`config.mk`:
```
export PLATFORM = sky130hd
export DESIGN_NAME = root_child_scheduler
export DESIGN_NICKNAME = d
export VERILOG_FILES = /design/src/rtl/root_child_scheduler.sv
export SDC_FILE = /design/constraint.sdc
export NUM_CORES = 1
export LEC_CHECK = 0
export ABC_AREA = 1
export CAP_MARGIN = 5
export CELL_PAD_IN_SITES_DETAIL_PLACEMENT = 0
export CELL_PAD_IN_SITES_GLOBAL_PLACEMENT = 2
export CORE_MARGIN = 2
export CORE_UTILIZATION = 38
export CTS_BUF_LIST = sky130_fd_sc_hd__clkbuf_8 sky130_fd_sc_hd__clkbuf_16
export DETAILED_ROUTE_END_ITERATION = 8
export DONT_BUFFER_PORTS = 1
export GPL_TIMING_DRIVEN = 0
export HOLD_SLACK_MARGIN = 0.02
export PLACE_DENSITY_LB_ADDON = 0.08
export SETUP_SLACK_MARGIN = 0.02
export SYNTH_ARGS = -nofsm -noshare
export SYNTH_HDL_FRONTEND = slang
export SYNTH_SLANG_ARGS = --single-unit
export TNS_END_PERCENT = 30
```
`constraint.sdc`:
```
create_clock -name clk -period 6.6 [get_ports clk]
set_clock_uncertainty 0.05 [all_clocks]
set_input_delay 1.32 -clock clk [delete_from_list [all_inputs] [get_ports clk]]
set_output_delay 1.32 -clock clk [all_outputs]
set_load 0.03 [all_outputs]
```
`src/rtl/root_child_scheduler.sv`:
```
// ---------------------------------------------------------------------------
// root_child_scheduler
//
// Round-robin scheduler that lets the child sub-blocks of a root module take
// turns on one shared start/done slot. Each granted job gets one launch
// pulse and is then supervised until the child reports done or a timeout
// expires. Timeouts are recorded in a sticky index and a saturating count.
//
// Parameters
//   N_CHILD  number of child requesters (2..8)
//   TIMEOUT  cycles a job may spend waiting before it is abandoned (2..65535)
//   IDX_W    width of child index fields, 2**IDX_W >= N_CHILD
//
// Ports
//   clk          rising-edge clock
//   rst          synchronous active-high reset
//   req          per-child level request
//   done         per-child one-cycle completion pulse
//   grant        one-hot owner of the shared slot, zero when free
//   start        one-hot one-cycle launch pulse to the granted child
//   complete     one-hot one-cycle pulse when the owner's job finishes
//   busy         high whenever a job is being issued or awaited
//   active_idx   index of the granted child, zero when idle
//   timeout_err  one-cycle pulse when a job is abandoned
//   err_idx      index of the child that most recently timed out
//   err_cnt      number of timeouts since reset, saturating at 255
// ---------------------------------------------------------------------------
module root_child_scheduler #(
    parameter int N_CHILD = 5,
    parameter int TIMEOUT = 200,
    parameter int IDX_W   = 3
) (
    input  logic               clk,
    input  logic               rst,
    input  logic [N_CHILD-1:0] req,
    input  logic [N_CHILD-1:0] done,
    output logic [N_CHILD-1:0] grant,
    output logic [N_CHILD-1:0] start,
    output logic [N_CHILD-1:0] complete,
    output logic               busy,
    output logic [IDX_W-1:0]   active_idx,
    output logic               timeout_err,
    output logic [IDX_W-1:0]   err_idx,
    output logic [7:0]         err_cnt
);

    localparam logic [1:0] IDLE  = 2'd0;
    localparam logic [1:0] ISSUE = 2'd1;
    localparam logic [1:0] WAIT  = 2'd2;

    logic [1:0]         state;
    logic [IDX_W-1:0]   last_idx;
    logic [15:0]        timer;

    logic               sel_found;
    logic [IDX_W-1:0]   sel_idx;
    logic [N_CHILD-1:0] sel_onehot;
    logic [N_CHILD-1:0] req_shift;
    logic               done_hit;
    logic               timer_expired;
    int                 cand;

    // Round-robin pick: scan upward starting just past the previous owner,
    // wrapping modulo N_CHILD, and keep the first requester found.
    always_comb begin
        sel_found = 1'b0;
        sel_idx   = '0;
        cand      = 0;
        req_shift = '0;
        for (int i = 1; i <= N_CHILD; i++) begin
            cand      = (int'(last_idx) + i) % N_CHILD;
            req_shift = req >> cand;
            if (!sel_found && req_shift[0]) begin
                sel_found = 1'b1;
                sel_idx   = IDX_W'(cand);
            end
        end
    end

    assign sel_onehot = {{(N_CHILD-1){1'b0}}, 1'b1} << sel_idx;

    // grant is the owner's one-hot, so masking done with it picks out only
    // the owner's completion and ignores every other child.
    assign done_hit      = |(done & grant);
    assign timer_expired = (timer == 16'(TIMEOUT - 1));
    assign busy          = (state != IDLE);

    // Main controller: arbitrate in IDLE, launch for one cycle in ISSUE,
    // then supervise the job in WAIT. A done on the same cycle as expiry
    // is treated as a normal completion.
    always_ff @(posedge clk) begin
        if (rst) begin
            state       <= IDLE;
            last_idx    <= IDX_W'(N_CHILD - 1);
            timer       <= '0;
            grant       <= '0;
            start       <= '0;
            complete    <= '0;
            active_idx  <= '0;
            timeout_err <= 1'b0;
            err_idx     <= '0;
            err_cnt     <= '0;
        end else begin
            start       <= '0;
            complete    <= '0;
            timeout_err <= 1'b0;
            case (state)
                IDLE: begin
                    if (sel_found) begin
                        state      <= ISSUE;
                        grant      <= sel_onehot;
                        start      <= sel_onehot;
                        active_idx <= sel_idx;
                    end
                end
                ISSUE: begin
                    state <= WAIT;
                    timer <= '0;
                end
                WAIT: begin
                    if (done_hit) begin
                        complete   <= grant;
                        grant      <= '0;
                        last_idx   <= active_idx;
                        active_idx <= '0;
                        state      <= IDLE;
                    end else if (timer_expired) begin
                        timeout_err <= 1'b1;
                        err_idx     <= active_idx;
                        if (err_cnt != 8'hFF) begin
                            err_cnt <= err_cnt + 8'd1;
                        end
                        grant      <= '0;
                        last_idx   <= active_idx;
                        active_idx <= '0;
                        state      <= IDLE;
                    end else begin
                        timer <= timer + 16'd1;
                    end
                end
                default: begin
                    state      <= IDLE;
                    grant      <= '0;
                    active_idx <= '0;
                end
            endcase
        end
    end

endmodule

```
==> metrics.md, run 1 <==
| Metric | Value |
|---|---|
| Status | completed |
| WP data required | 6.80 ns |
| Power density over cell area | 413.2 nW/um^2 |
| Layout filler cell count | 1187 |
| Buffers & Inverters on Critical Path | 8 |
| Most frequent cells in the layout | sky130_fd_sc_hd__nand2_1, sky130_fd_sc_hd__inv_1, sky130_fd_sc_hd__nand3_1, sky130_fd_sc_hd__nor2_1, sky130_fd_sc_hd__dfxtp_1 |
| Total Die Area | 11990 sq um |
| Delay of the slowest cell on the worst path | 0.50 ns |
| Number of antenna violations at the first check in global routing | 0 |
| Top flip-flop cell by instance count after synthesis | sky130_fd_sc_hd__dfxtp_1 |
| Crit Path Category | flip-flop to flip-flop |
| Kind of cell adding the most delay to the critical path | buffers and inverters |
| Switching power | 1031 uW |
| Critical path data arrival time | 4.87 ns |
| Top-level port count | 43 |
| Leak Pwr | 0.002170 uW |
| CTS max path bufs | 2 |
| Clock insertion delay at the later pin of the skew report | 0.31 ns |
| Final antenna diode count | 0 |
| Count of state elements after synthesis | 51 |
| Layout overhead on the synthesized area | 6.894% |
| DRC violation total after the first TritonRoute iteration | 136 |
| Cell breakdown of the critical path | buf_4, clkinv_1, ha_1, buf_2, inv_2, ha_1, inv_1, ha_1, inv_1, a21oi_1, o311ai_0, nand3_1, nand2_1, inv_1, nand3_1, inv_2, nor2_8, nand4_2, o21ai_4, nand2_1, a21oi_1 |
| Post-detailed-route count of antenna-violating nets | 0 |
| Number of warning messages in the yosys log | 0 |
| Number of buffers inserted for hold repair after clock tree synthesis | 0 |
| Synthesized instance count | 661 |
| First drt pass iteration count | 4 |
| Clock root buffer | sky130_fd_sc_hd__clkbuf_8 |
| Starting utilization of the core area | 39.01% |
| Cell internal power dissipation | 836.6 uW |
| Detailed-route via count | 4090 |
| Kind of start point of the critical path | flip-flop |
| Slowest CP cell | sky130_fd_sc_hd__ha_1 |
| Final worst-path cycle share | 70.78% |
| Share of synthesized registers carrying an async set or reset | 0% |
| Post-DP HPWL | 8987 um |
| Clock tree from TritonCTS | done |
| Share of layout cells above drive strength 1 | 12.26% |
| Post-synthesis sequential area ratio | 24.14% |
| Detailed-route wire length | 11200 um |
| Classification of the worst-slack hold path | flip-flop to flip-flop |
| WL/cell | 13.84 um |
| Number of nets in the synthesized netlist | 700 |
| Utilization after layout | 41.70% |
| Vias in the first global route | 3985 |
| Global placer's final weighted congestion | 0.8354 |
| Number of different library cells in the post-synthesis netlist | 48 |
| Power share of the combinational group | 65.5% |
| Main area contributors after synthesis | sky130_fd_sc_hd__dfxtp_1, sky130_fd_sc_hd__nand2_1, sky130_fd_sc_hd__ha_1, sky130_fd_sc_hd__inv_1, sky130_fd_sc_hd__nand3_1 |
| Setup repair after global routing missed its margin | no |
| Wire length of the first global-routing pass | 18520 um |
| Seq pwr share | 22.6% |
| Clock-pin transition on the worst setup and hold timing paths | 0.10 ns |
| Vias per inst | 5.056 |
| Most frequent standard cell in the layout excluding fill and tap cells | sky130_fd_sc_hd__nand2_1 |
| Post-synthesis average cell area | 6.398 sq um |
| Final setup violation count | 0 |
| Die span in y | 109.5 um |
| Placement row count | 38 |
| Clock period minus final worst setup slack | 4.671 ns |
| Max-slew violation count | 0 |
| Post-synthesis instance area | 4229 sq um |
| Peak ir drop on the vdd network | 0.0002282 V |
| Critical Path Fanout Max | 13 |
| TritonCTS sink count | 51 |
| Setup TNS | 0 ns |
| Post-synth top area cell | sky130_fd_sc_hd__dfxtp_1 |
| Sw Share | 55.21% |
| Count of flip-flops with a built-in enable after synthesis | 0 |
| Worst slack after detailed placement | 1.903 ns |
| Std-Cell Core Area | 10840 sq um |
| Post-CTS Setup Inserts | 0 |
| Total clock buffers created by CTS | 5 |
| Max capacitance violation total | 0 |
| I/O Buffers | 0 |
| Share of the synthesized area in the top cell type | 24.14% |
| Overall global routing resource usage | 19.50% |
| Final layout net count | 707 |
| Worst slew margin relative to its limit | 56.61% |
| Max Clk Rate | 214.1 MHz |
| Pin count of the biggest net entering global routing | 18 |
| Die X-Extent | 109.5 um |
| Total gr overflow | 0 |
| Post-route worst setup slack | 1.929 ns |
| DRC | 0 |
| H-tree levels | 2 |
| Slew at the pin with the worst max-slew slack | 0.6485 ns |
| Kind of end point of the critical path | flip-flop |
| Number of hold violations in the final report | 0 |
| Power share of the clock group | 11.9% |
| Post_cts resized | 0 |
-- flip-flops by register name, summed over array words and instances, names as in the netlist --
signal,flops
timer,16
active_idx,3
last_idx,3
timeout_err,1
err_idx,3
err_cnt,8
grant,5
complete,5
start,5
state,2
-- power by group through the flow --
stage / combinational [uW] / clock (uW) / sequential [uW]
floorplan: 985 / 0 / 418
global placement: 1210 / 0 / 431
detailed placement: 1230 / 0 / 432
CTS: 1230 / 232 / 425
global route: 1370 / 242 / 430
finish: 1220 / 222 / 422
-- synthesized netlist by cell type, types with 3 or more instances --
library cell               count
sky130_fd_sc_hd__clkbuf_1      5
sky130_fd_sc_hd__dfxtp_1      51
sky130_fd_sc_hd__inv_2        12
sky130_fd_sc_hd__nand2_1     174
sky130_fd_sc_hd__nor2_1       52
sky130_fd_sc_hd__o21ai_0      30
sky130_fd_sc_hd__nand3_1      59
sky130_fd_sc_hd__a211oi_1      3
sky130_fd_sc_hd__nand2_2      22
sky130_fd_sc_hd__nand3_2      10
sky130_fd_sc_hd__a21oi_1      25
sky130_fd_sc_hd__nand4_1      27
sky130_fd_sc_hd__o21ai_2       3
sky130_fd_sc_hd__ha_1         27
sky130_fd_sc_hd__a21oi_2       3
sky130_fd_sc_hd__inv_1        88
sky130_fd_sc_hd__a221oi_1      4
sky130_fd_sc_hd__o21ai_1       6
sky130_fd_sc_hd__nor3_1        7
sky130_fd_sc_hd__xor2_1        4
sky130_fd_sc_hd__nand3_4       3
sky130_fd_sc_hd__nor2_2        4
sky130_fd_sc_hd__nand2_4       3
sky130_fd_sc_hd__a31oi_1       3
sky130_fd_sc_hd__nor4_1        5
-- kinds of logic after synthesis --
| group | count (synthesis) | synth area share [%] |
|---|---|---|
| buffers and inverters | 113 | 10.44 |
| and+or+nand+nor | 376 | 43.61 |
| DFF | 51 | 24.14 |
| adders and majority gates | 27 | 7.988 |
| AOI/OAI and AO/OA | 90 | 12.99 |
| xor gates and xnor gates | 4 | 0.8283 |
-- cell type report --
| class | instances | area, sq um | area share [%] |
|---|---|---|---|
| multi-input cells | 497 | 2766 | 61.20 |
| well taps | 140 | 175.2 | 3.875 |
| clock inverters | 3 | 47.55 | 1.052 |
| inverters | 103 | 390.4 | 8.635 |
| clock buffers | 5 | 68.82 | 1.522 |
| plain buffers | 10 | 51.30 | 1.135 |
| flip-flops and latches | 51 | 1021 | 22.59 |
-- tightest hold or removal path, stage by stage (launching register included) --
cell                      delay (ns)
sky130_fd_sc_hd__dfxtp_1        0.32
sky130_fd_sc_hd__inv_1          0.06
sky130_fd_sc_hd__a21oi_1        0.05
-- routing by layer --
metal	track usage (%)	wire, um	vias to the layer above	share of wire, %
met3	3.201	348	8	3.1
li1	-	-	2183	-
met2	37.21	5694	37	51
met4	4.973	140	0	1.3
met5	0	0	-	0
met1	22.30	5011	1862	45
-- metrics by stage --
stage | std cells | total power (uW) | hold WS (ns) | cell area [sq um]
2_1_floorplan | 661 | 1403 | 0.3885 | 4229
3_3_place_gp | 801 | 1643 | 0.4002 | 4404
3_5_place_dp | 801 | 1657 | 0.4029 | 4404
4_1_cts | 809 | 1887 | 0.4171 | 4521
5_1_grt | 809 | 2043 | 0.4469 | 4521
6_report | 809 | 1868 | 0.4146 | 4521
-- final timing paths --
path	cells past startpoint	slack, ns	startpoint	to
worst min-delay path	2	0.41	timer[7]	timer[7]
worst max register to register	21	1.93	last_idx[0]	grant[4]
worst min register to register	2	0.41	timer[7]	timer[7]
worst max-delay path	21	1.93	last_idx[0]	grant[4]
(Power assumes the default switching activity.)
==> inputs of run 2 (changes only) <==
--- a/config.mk
+++ b/config.mk
@@ -10,7 +10,7 @@
 export CELL_PAD_IN_SITES_DETAIL_PLACEMENT = 0
 export CELL_PAD_IN_SITES_GLOBAL_PLACEMENT = 2
 export CORE_MARGIN = 2
-export CORE_UTILIZATION = 38
+export CORE_UTILIZATION = 35
 export CTS_BUF_LIST = sky130_fd_sc_hd__clkbuf_8 sky130_fd_sc_hd__clkbuf_16
 export DETAILED_ROUTE_END_ITERATION = 8
 export DONT_BUFFER_PORTS = 1
==> constraint.sdc (replaced) <==
create_clock -name clk -period 4.6 [get_ports clk]
set_clock_uncertainty 0.05 [all_clocks]
set_input_delay 0.92 -clock clk [delete_from_list [all_inputs] [get_ports clk]]
set_output_delay 0.92 -clock clk [all_outputs]
set_load 0.03 [all_outputs]
==> run 2 against run 1 <==
  * Sequential share of layout area fell by 0.31 points
  * Non-clock buffer count did not move
  * Hold slack got worse by 0.0045 ns
  * Setup slack got worse by 1.5 ns
  * Combinational power rose by 43%
  * Flip-flop and latch count did not move
  * Die area rose by 8.2%
  * First-iteration DRC count rose by 19%
  * Count of clock-buffer cells in the layout did not move
  * Cell count rose by 0.87%
  * Critical endpoint is now active_idx[2]
==> metrics.md, run 2 (synthesis results as in run 1) <==
| Metric | Value |
|---|---|
| Status | completed (unchanged) |
| CTS max path bufs | 2 (unchanged) |
| Final layout net count | 707 (unchanged) |
| Total clock buffers created by CTS | 5 (unchanged) |
| Peak ir drop on the vdd network | 0.0003892 V (was 0.0002282 V) |
| Most frequent cells in the layout | sky130_fd_sc_hd__nand2_1, sky130_fd_sc_hd__inv_1, sky130_fd_sc_hd__nand3_1, sky130_fd_sc_hd__nor2_1, sky130_fd_sc_hd__dfxtp_1 (unchanged) |
| Critical path data arrival time | 4.32 ns (was 4.87 ns) |
| Final antenna diode count | 0 (unchanged) |
| Leak Pwr | 0.002193 uW (was 0.002170 uW) |
| TritonCTS sink count | 51 (unchanged) |
| Number of antenna violations at the first check in global routing | 0 (unchanged) |
| H-tree levels | 2 (unchanged) |
| Die X-Extent | 113.9 um (was 109.5 um) |
| Vias per inst | 5.088 (was 5.056) |
| DRC | 0 (unchanged) |
| Max-slew violation count | 0 (unchanged) |
| Post-DP HPWL | 9097 um (was 8987 um) |
| Clock period minus final worst setup slack | 4.144 ns (was 4.671 ns) |
| Starting utilization of the core area | 35.50% (was 39.01%) |
| Die span in y | 113.9 um (was 109.5 um) |
| Kind of start point of the critical path | flip-flop (unchanged) |
| Power share of the clock group | 15.4% (was 11.9%) |
| Crit Path Category | flip-flop to flip-flop (unchanged) |
| Wire length of the first global-routing pass | 19400 um (was 18520 um) |
| Worst slew margin relative to its limit | 54.82% (was 56.61%) |
| Slack of the worst reg-to-reg path | 0.46 ns (was 1.93 ns) |
| Top-level port count | 43 (unchanged) |
| Clock root buffer | sky130_fd_sc_hd__clkbuf_16 (was sky130_fd_sc_hd__clkbuf_8) |
| Final worst-path cycle share | 90.09% (was 70.78%) |
| Switching power | 1484 uW (was 1031 uW) |
| First drt pass iteration count | 4 (unchanged) |
| Number of flip-flops under the largest register name | 16 (unchanged) |
| Setup TNS | 0 ns (unchanged) |
| Std-Cell Core Area | 11910 sq um (was 10840 sq um) |
| Classification of the worst-slack hold path | flip-flop to flip-flop (unchanged) |
| Detailed-route wire length | 11460 um (was 11200 um) |
| Placement row count | 40 (was 38) |
| Critical Path Fanout Max | 13 (unchanged) |
| I/O Buffers | 0 (unchanged) |
| Kind of end point of the critical path | flip-flop (unchanged) |
| Global placer's final weighted congestion | 0.8410 (was 0.8354) |
| WL/cell | 14.04 um (was 13.84 um) |
| Clock tree from TritonCTS | done (unchanged) |
| Register name with the most flops | timer (unchanged) |
| Vias in the first global route | 4021 (was 3985) |
| Layout overhead on the synthesized area | 8.491% (was 6.894%) |
| Setup repair after global routing missed its margin | no (unchanged) |
| Seq pwr share | 21.8% (was 22.6%) |
| Max capacitance violation total | 0 (unchanged) |
| Number of hold violations in the final report | 0 (unchanged) |
| Total gr overflow | 0 (unchanged) |
| Clock-pin transition on the worst setup and hold timing paths | 0.07 ns (was 0.10 ns) |
| Power density over cell area | 605.6 nW/um^2 (was 413.2 nW/um^2) |
| Cell internal power dissipation | 1295 uW (was 836.6 uW) |
| Post-detailed-route count of antenna-violating nets | 0 (unchanged) |
| Most frequent standard cell in the layout excluding fill and tap cells | sky130_fd_sc_hd__nand2_1 (unchanged) |
| Total Die Area | 12980 sq um (was 11990 sq um) |
| Slew at the pin with the worst max-slew slack | 0.6751 ns (was 0.6485 ns) |
| WP data required | 4.78 ns (was 6.80 ns) |
| Overall global routing resource usage | 18.22% (was 19.50%) |
| Sw Share | 53.41% (was 55.21%) |
| Pin count of the biggest net entering global routing | 18 (unchanged) |
| Power share of the combinational group | 62.9% (was 65.5%) |
| Registers with the most flip-flops | timer x16, err_cnt x8 (unchanged) |
| Detailed-route via count | 4152 (was 4090) |
| Share of layout cells above drive strength 1 | 12.56% (was 12.26%) |
| Final setup violation count | 0 (unchanged) |
| Utilization after layout | 38.52% (was 41.70%) |
| Max Clk Rate | 241.3 MHz (was 214.1 MHz) |
| DRC violation total after the first TritonRoute iteration | 162 (was 136) |
| Clock insertion delay at the later pin of the skew report | 0.29 ns (was 0.31 ns) |
[run 2: cell types whose count changed in the layout (fill, tap and decap cells not counted)]
cell / change
sky130_fd_sc_hd__clkbuf_16: +5
sky130_fd_sc_hd__clkbuf_8: -5
sky130_fd_sc_hd__clkinv_1: -1
sky130_fd_sc_hd__clkinv_4: -1
sky130_fd_sc_hd__clkinvlp_4: +1
sky130_fd_sc_hd__dfxtp_1: -1
sky130_fd_sc_hd__dfxtp_2: +1
sky130_fd_sc_hd__inv_4: +1
[run 2: worst max-delay path: stages, from the launching register on]
cell                      delay (ns)
sky130_fd_sc_hd__dfxtp_1        0.47
sky130_fd_sc_hd__buf_4          0.25
sky130_fd_sc_hd__inv_4          0.11
sky130_fd_sc_hd__ha_1           0.35
sky130_fd_sc_hd__buf_2          0.20
sky130_fd_sc_hd__inv_2          0.21
sky130_fd_sc_hd__ha_1           0.18
sky130_fd_sc_hd__inv_1          0.04
sky130_fd_sc_hd__ha_1           0.25
sky130_fd_sc_hd__inv_1          0.07
sky130_fd_sc_hd__nand2_1        0.06
sky130_fd_sc_hd__nand2_1        0.07
sky130_fd_sc_hd__inv_1          0.04
sky130_fd_sc_hd__nor2_1         0.13
sky130_fd_sc_hd__nand2_1        0.07
sky130_fd_sc_hd__nand2_1        0.05
sky130_fd_sc_hd__nand2_1        0.13
sky130_fd_sc_hd__inv_2          0.10
sky130_fd_sc_hd__nand2_1        0.05
sky130_fd_sc_hd__nand3_1        0.22
sky130_fd_sc_hd__inv_2          0.11
sky130_fd_sc_hd__nor2_8         0.16
sky130_fd_sc_hd__nand4_2        0.19
sky130_fd_sc_hd__o21ai_4        0.28
sky130_fd_sc_hd__nand2_1        0.08
sky130_fd_sc_hd__a21oi_1        0.15
[run 2: metrics by stage]
stage               cells  setup slack [ns]  area (sq um)  power (uW)  hold WS (ns)
global route          816           0.08262          4588        3044        0.4465
finish                816            0.4560          4588        2779        0.4101
CTS                   816            0.2072          4586        2807        0.4115
global placement      808          -0.09933          4413        2358        0.3994
floorplan             661            0.9189          4229        2013        0.3885
detailed placement    808          -0.07193          4413        2370        0.4007
[run 2: area by class of cell]
class	count	area (sq um)
Tap cell	147	183.9
Buffer	10	51.30
Clock inverter	3	46.29
Inverter	103	392.9
Multi-Input combinational cell	497	2766
Sequential cell	51	1022
Clock buffer	5	125.1
Fill cell	1286	7323
[run 2: worst paths after layout]
kind / start / cells after the start / to
worst max register to register: last_idx[0] / 25 / active_idx[2]
worst max-delay path: last_idx[0] / 25 / active_idx[2]
worst min-delay path: timer[7] / 2 / timer[7]
worst min register to register: timer[7] / 2 / timer[7]
[run 2: timing repair]
item / 4_1_cts / 5_1_grt
buffers inserted: 0 / 0
endpoints found under the setup margin: 12 / 12
hold buffers: 0 / 0
resized for setup: 1 / 2
[run 2: power by group through the flow]
stage	Sequential, uW	Clock (uW)	Combinational [uW]
after global routing	614	451	1980
after detailed placement	618	0	1750
final	605	427	1750
after global placement	618	0	1740
after CTS	608	439	1760
after floorplan	599	0	1410
[run 2: routing by layer]
layer  global-route usage [%]  share of wire (%)  vias to the layer above
met2                    32.50                 49                       75
li1                         -                  -                     2186
met4                    7.317                2.8                        0
met5                        0                  0                        -
met1                    21.95                 45                     1875
met3                    2.604                3.8                       16
